## src/rtl/usr_seq_ctrl.sv

```systemverilog
// Command sequencer for a universal shift register: accepts load/shift/rotate
// commands over valid/ready and drives select/serial lines for the needed cycles.
module usr_seq_ctrl #(
    parameter int WIDTH = 4,
    parameter int CNT_W = 3
) (
    input  logic             clk,
    input  logic             rst,
    input  logic             cmd_valid,
    output logic             cmd_ready,
    input  logic [1:0]       cmd_op,
    input  logic [WIDTH-1:0] cmd_data,
    input  logic [CNT_W-1:0] cmd_count,
    input  logic             cmd_fill,
    output logic [1:0]       usr_select,
    output logic [WIDTH-1:0] usr_p_din,
    output logic             usr_s_right_din,
    output logic             usr_s_left_din,
    input  logic             usr_s_right_dout,
    output logic             busy,
    output logic             done
);

    localparam logic [1:0] S_IDLE  = 2'd0;
    localparam logic [1:0] S_LOAD  = 2'd1;
    localparam logic [1:0] S_SHIFT = 2'd2;
    localparam logic [1:0] S_DONE  = 2'd3;

    localparam logic [1:0] OP_LOAD = 2'b00;
    localparam logic [1:0] OP_SHR  = 2'b01;
    localparam logic [1:0] OP_SHL  = 2'b10;
    localparam logic [1:0] OP_ROR  = 2'b11;

    localparam logic [1:0] SEL_HOLD = 2'b00;
    localparam logic [1:0] SEL_SR   = 2'b01;
    localparam logic [1:0] SEL_SL   = 2'b10;
    localparam logic [1:0] SEL_LOAD = 2'b11;

    logic [1:0]       r_state;
    logic [1:0]       r_op;
    logic [WIDTH-1:0] r_data;
    logic [CNT_W-1:0] r_rem;
    logic             r_fill;
    logic             w_accept;

    assign w_accept = cmd_valid && cmd_ready;

    always_ff @(posedge clk or negedge rst) begin
        if (!rst) begin
            r_state <= S_IDLE;
            r_op    <= '0;
            r_data  <= '0;
            r_rem   <= '0;
            r_fill  <= 1'b0;
        end else begin
            case (r_state)
                S_IDLE: begin
                    if (w_accept) begin
                        r_op   <= cmd_op;
                        r_data <= cmd_data;
                        r_rem  <= cmd_count;
                        r_fill <= cmd_fill;
                        if (cmd_op == OP_LOAD)
                            r_state <= S_LOAD;
                        else if (cmd_count == '0)
                            r_state <= S_DONE;
                        else
                            r_state <= S_SHIFT;
                    end
                end
                S_LOAD:  r_state <= S_DONE;
                S_SHIFT: begin
                    r_rem <= r_rem - 1'b1;
                    if (r_rem == CNT_W'(1))
                        r_state <= S_DONE;
                end
                S_DONE:  r_state <= S_IDLE;
                default: r_state <= S_IDLE;
            endcase
        end
    end

    assign cmd_ready = (r_state == S_IDLE);
    assign busy      = (r_state != S_IDLE);
    assign done      = (r_state == S_DONE);
    assign usr_p_din = r_data;

    // Rotate feeds the register's LSB straight back into its MSB serial input.
    always_comb begin
        usr_select      = SEL_HOLD;
        usr_s_right_din = 1'b0;
        usr_s_left_din  = 1'b0;
        case (r_state)
            S_LOAD:  usr_select = SEL_LOAD;
            S_SHIFT: begin
                case (r_op)
                    OP_SHR: begin
                        usr_select      = SEL_SR;
                        usr_s_right_din = r_fill;
                    end
                    OP_ROR: begin
                        usr_select      = SEL_SR;
                        usr_s_right_din = usr_s_right_dout;
                    end
                    OP_SHL: begin
                        usr_select     = SEL_SL;
                        usr_s_left_din = r_fill;
                    end
                    default: usr_select = SEL_HOLD;
                endcase
            end
            default: usr_select = SEL_HOLD;
        endcase
    end

endmodule

```

## config.mk

```make
export PLATFORM = sky130hd
export DESIGN_NAME = usr_seq_ctrl
export DESIGN_NICKNAME = d
export VERILOG_FILES = /design/src/rtl/usr_seq_ctrl.sv
export SDC_FILE = /design/constraint.sdc
export NUM_CORES = 1
export LEC_CHECK = 0
export BUFFER_PORTS_ARGS = -buffer_cell sky130_fd_sc_hd__buf_4
export CAP_MARGIN = 20
export CORE_MARGIN = 3
export CORE_UTILIZATION = 30
export CTS_CLUSTER_SIZE = 30
export DETAILED_ROUTE_END_ITERATION = 10
export PLACE_DENSITY_LB_ADDON = 0.15
export SETUP_SLACK_MARGIN = 0.02
export SLEW_MARGIN = 20
export SYNTH_ARGS = -nofsm -noshare
export SYNTH_HDL_FRONTEND = slang
export SYNTH_SLANG_ARGS = --single-unit
```

## constraint.sdc

```tcl
create_clock -name clk -period 2.1 [get_ports clk]
set_input_delay 0.21 -clock clk [delete_from_list [all_inputs] [get_ports clk]]
set_output_delay 0.21 -clock clk [all_outputs]
set_load 0.01 [all_outputs]
```

==> results.cfg, run 1 <==
[outcome]
status = completed

[clock_network]
tritoncts = done
cts_sinks = 12
clk_path_buf_depth = 2
cts_root_buffer = clkbuf_4
post_cts_buffers = 0
numCtsBuffers = 3
cts_hold_buf = 1
clk_pin_slew_worst_paths_ps = 80
clk_latency_ps = 270
postCtsResizedCells = 0
ctsHtreeMaxLevel = 1

[setup_path]
startpoint_type = flop
path_cells = inv_1, ha_1, and3b_1, and2_1, buf_4
crit_arrival_ps = 1680
reg2reg_from = r_state[1]
max_stage_delay_ps = 400
critPathSlowestCell = dfrtp_1
timing.rr.end = r_state[1]
r2r_cells = 5
rrSetupSlack_ps = 470
crit_required_ps = 1890
critPathCaptureType = output port
cp_max_fo = 12
crit_type = reg2out

[logic_synthesis]
synth_nets = 91
ys_ff_latch = 12
yosys.area.top_type = dfrtp_1
syn_inst = 70
synth.top_cell.area_share_pct = 38.3
synthDistinctLibCells = 30
ys_seq_area_share_pct = 38.3
synth.area.top_cells = dfrtp_1, mux2_4, ha_1, mux2i_1, o21ai_0
synth_area_um2 = 785
yosysWarnings = 0
syn_avg_cell_area_um2 = 11.2

[hold_path]
min_from = cmd_data[0]
min_to = usr_p_din[0]
hold_path.class = in2reg
min_path_cells = 2

[global_route]
antenna_found_initial = 0
grt_pass1_vias = 569
grt_pass1_wl_um = 2620
grt_max_degree = 13
grt_usage_pct = 10.3
overflow = 0

[drt]
drt_pre_antenna_iters = 2
detail-route-antenna-nets = 0
wl_um = 1520
first_iter_violations = 4
routed_via_density = 4.71
post-route-drc-count = 0
vias = 589
wl_per_cell_um = 12.2

[sta]
period_minus_slack_ps = 1890
fin_tns_setup_ps = 0
maxSlewViolCount = 0
tightestPinTransition_ps = 373
setup_viol = 0
finalHoldViolCount = 0
relSlewSlack_pct = 75.2
fmax_mhz = 529
rsz0062_at_grt = no
clock_skew_ps = 8.86
period_share_pct = 90.0
holdWs_ps = 174

[job]
cap_violations = 0

[layout]
nNetsFinal = 119
syn_to_final_growth_pct = 31.3
drive_above_1_share_pct = 41.2
diodes = 0

[place]
portBuffers = 24
gp_congestion = 0.732
hpwl_um = 1210

[pwr]
ir_drop_mv = 0.640
p_int_uw = 951
leakage_uw = 0.000531
p_switching_uw = 550
swShare_pct = 36.6
p_seq_share_pct = 29.7
combPwrFrac_pct = 58.2
clkPwrFrac_pct = 12.1
p_per_area_nw_per_um2 = 1460

[floorplan]
fp.dieH_um = 57.1
die-area_um2 = 3260
core_um2 = 2340
io_pins = 25
initial_utilization_pct = 33.5
fp-row-count = 17
dieWidth_um = 57.1
synth_stat cells:
cell / number
dfrtp_1: 12
mux2_4: 8
ha_1: 7
inv_1: 5
nor2_1: 4
o21ai_0: 4
a21oi_1: 3
mux2i_1: 2
nand2b_1: 2
nand3_1: 2
nor2b_1: 2
a211oi_1: 1
a21oi_2: 1
a31o_1: 1
and2_1: 1
and3_1: 1
and3b_1: 1
buf_2: 1
buf_6: 1
nand2_1: 1
nand2_4: 1
nand2b_4: 1
nand3b_1: 1
nor2b_2: 1
nor3_1: 1
o2111ai_1: 1
o21a_1: 1
o21bai_1: 1
o22ai_1: 1
o311a_1: 1
power groups by stage:
stage	Sequential, uW	Combinational, uW	Clock [uW]
floorplan	448	630	0
global placement	450	881	0
detailed placement	448	886	0
CTS	447	888	192
global route	469	956	209
finish	445	874	182
flip-flops by register name (all words and copies together) (netlist names):
signal	flops
r_rem	3
r_op	2
usr_p_din	4
r_fill	1
r_state	2
through the flow:
step	setup slack, ps	cells	util [%]	total power (uW)	cell area (um^2)
after global placement	481	120	42.0	1330	983
after CTS	182	125	44.0	1530	1030
final	210	125	44.0	1500	1030
after detailed placement	468	120	42.0	1330	983
after global routing	61.9	125	44.0	1630	1030
after floorplan	546	70	-	1080	785
how the worst max path moves through the flow:
stage	startpoint	end	cells past startpoint
CTS	r_state[0]	usr_s_left_din	5
global placement	r_state[1]	r_state[1]	5
global route	r_state[0]	usr_s_left_din	5
floorplan	r_state[0]	r_state[1]	6
detailed placement	r_state[0]	r_state[1]	5
finish	r_state[0]	usr_s_left_din	5
placed cells by master, fill, tap and decap left out, types with 2 or more instances in the layout:
master,synthesis,routed
a21oi_1,3,3
buf_4,0,24
clkbuf_4,0,3
dfrtp_1,12,12
ha_1,7,7
inv_1,5,5
mux2_4,8,8
mux2i_1,2,2
nand2b_1,2,2
nand3_1,2,2
nor2_1,4,4
nor2b_1,2,2
o21ai_0,4,4
worst max-delay path, delay by kind of cell, from the launching register on:
family	cells	cell delay, ps
adder cells (fa/ha/maj)	1	400
buffers and inverters	2	240
flip-flops	1	400
AND/OR/NAND/NOR	2	360
area by class of cell:
class                           instances  area [um^2]
Fill cell                             248         1310
Multi-Input combinational cell         51          449
Sequential cell                        12          300
Timing Repair Buffer                   25          190
Clock buffer                            4         36.3
Tap cell                               28         35.0
Inverter                                5         18.8
routing by layer:
layer / wire length (um) / vias to the layer above / global-route usage [%]
li1: - / 300 / -
met1: 764 / 273 / 14.2
met2: 655 / 14 / 14.4
met3: 91 / 2 / 3.39
met4: 13 / 0 / 4.97
met5: 0 / - / 0
kinds of logic (layout without fill, tap and decap cells):
logic type | Yosys count | after routing | share of synthesized area, %
buffers and inverters | 7 | 34 | 4.47
adder cells (fa/ha/maj) | 7 | 7 | 11.2
flip-flops | 12 | 12 | 38.3
AND/OR/NAND/NOR | 19 | 19 | 15.5
multiplexers | 10 | 10 | 17.9
AO/OA/AOI/OAI | 15 | 15 | 12.8
(Power assumes the default switching activity.)
==> run 2, diff against run 1 <==
--- a/config.mk
+++ b/config.mk
@@ -7,6 +7,8 @@
 export LEC_CHECK = 0
 export BUFFER_PORTS_ARGS = -buffer_cell sky130_fd_sc_hd__buf_4
 export CAP_MARGIN = 20
+export CELL_PAD_IN_SITES_DETAIL_PLACEMENT = 1
+export CELL_PAD_IN_SITES_GLOBAL_PLACEMENT = 1
 export CORE_MARGIN = 3
 export CORE_UTILIZATION = 30
 export CTS_CLUSTER_SIZE = 30
==> run 2 against run 1 <==
Sequential share of layout area down 0.071 points. Final area rose by 0.24%. Register-to-register slack worse by 50 ps. Cell count did not move. Die area unchanged. Sequential power rose by 2%. Via count rose by 4.4%. Highest routed layer unchanged.
==> results.cfg, run 2 (synthesis results as in run 1) <==
[clock_network]
clk_pin_slew_worst_paths_ps = 80
cts_root_buffer = clkbuf_4
cts_sinks = 12
tritoncts = done
numCtsBuffers = 3
ctsHtreeMaxLevel = 1
clk_path_buf_depth = 2
post_cts_buffers = 0
clk_latency_ps = 270

[place]
placed_cell_area_um2 = 983
portBuffers = 24
gp_congestion = 0.661
hpwl_um = 1390

[global_route]
antenna_found_initial = 0
grt_pass1_wl_um = 3270
grt_max_degree = 13
grt_pass1_vias = 651
overflow = 0
grt_usage_pct = 12.8

[job]
cap_violations = 0

[setup_path]
cp_max_fo = 12
r2r_cells = 5
crit_required_ps = 1890
critPathCaptureType = output port
reg2reg_from = r_state[1]
crit_type = reg2out
startpoint_type = flop
crit_arrival_ps = 1600
rrSetupSlack_ps = 420
timing.rr.end = r_state[1]

[sta]
relSlewSlack_pct = 74.3
tightestPinTransition_ps = 386
period_share_pct = 86.2
fin_tns_setup_ps = 0
setup_viol = 0
maxSlewViolCount = 0
rsz0062_at_grt = no
period_minus_slack_ps = 1810
fmax_mhz = 552
clock_skew_ps = 2.66
finalHoldViolCount = 0

[floorplan]
fp.dieH_um = 57.1
die-area_um2 = 3260
fp-row-count = 17
dieWidth_um = 57.1
io_pins = 25
initial_utilization_pct = 33.5
core_um2 = 2340

[hold_path]
min_from = cmd_data[3]
min_path_cells = 2
min_to = usr_p_din[3]
hold_path.class = in2reg

[drt]
routed_via_density = 4.92
wl_um = 1840
detail-route-antenna-nets = 0
first_iter_violations = 4
dr_wl_met3_um = 65
wl_per_cell_um = 14.7
top_layer_used = met4
drt_pre_antenna_iters = 2
wirelength_met1_um = 890
vias = 615
post-route-drc-count = 0
wl_met2_um = 854

[pwr]
swShare_pct = 37.9
p_per_area_nw_per_um2 = 1490
combPwrFrac_pct = 58.5
clkPwrFrac_pct = 12.1
p_int_uw = 956
ir_drop_mv = 0.532
p_seq_share_pct = 29.4
p_switching_uw = 583
leakage_uw = 0.000529

[layout]
diodes = 0
fillCellCount = 290
syn_to_final_growth_pct = 31.6
final_area_um2 = 1030
nNetsFinal = 119
largest_reg_flops = 4
layout_commonest_cell = buf_4
multi_input_area_um2 = 452
seqCellArea_um2 = 300
drive_above_1_share_pct = 42.3
layout_common_cells = buf_4, dfrtp_1, mux2_4

[outcome]
status = completed
## run 2: cell counts in the layout (fill, tap and decap cells not counted)
No cell type changed its count.
## run 2: worst max-delay path, stage by stage, from the launching register on
cell,delay (ps)
dfrtp_1,400
inv_1,130
ha_2,340
and3b_1,220
and2_1,130
buf_4,110
## run 2: power groups by stage
stage	clock [uW]	combinational [uW]	sequential [uW]
finish	186	901	452
global route	204	1000	478
CTS	195	909	453
detailed placement	0	907	455
global placement	0	893	451
floorplan	0	630	448
## run 2: metrics by stage
step,cells,utilization [%],power [uW],setup slack [ps],hold WS (ps)
3_3_place_gp,120,42.0,1340,460,62.3
4_1_cts,125,44.0,1560,150,155
5_1_grt,125,44.1,1680,154,152
3_5_place_dp,120,42.0,1360,431,63.7
2_1_floorplan,70,-,1080,546,-85.6
6_report,125,44.1,1540,290,162
## run 2: worst max-delay path by stage
stage | to | slack, ps | from
after floorplan | r_state[1] | 550 | r_state[0]
after global placement | r_state[1] | 460 | r_state[1]
after detailed placement | r_state[1] | 430 | r_state[1]
after CTS | usr_s_left_din | 150 | r_state[0]
after global routing | usr_select[1] | 150 | r_state[0]
final | usr_s_left_din | 290 | r_state[0]
## run 2: routing by layer
layer	up-vias	track usage, %
met5	-	0
li1	300	-
met2	13	18.9
met4	0	7.95
met1	300	17.3
met3	2	2.26
## run 2: layout make-up
cell class / instances / area share (%)
clock buffers: 4 / 3.52
multi-input cells: 51 / 43.8
repair buffers: 25 / 18.4
inverters: 5 / 1.82
well taps: 28 / 3.39
flip-flops and latches: 12 / 29.1
## run 2: what timing repair did
item | 4_1_cts | 5_1_grt
resized for setup | 0 | 1
endpoints found under the setup margin | 0 | 2
hold buffers | 1 | 0
endpoints found under the hold margin | 12 | 0
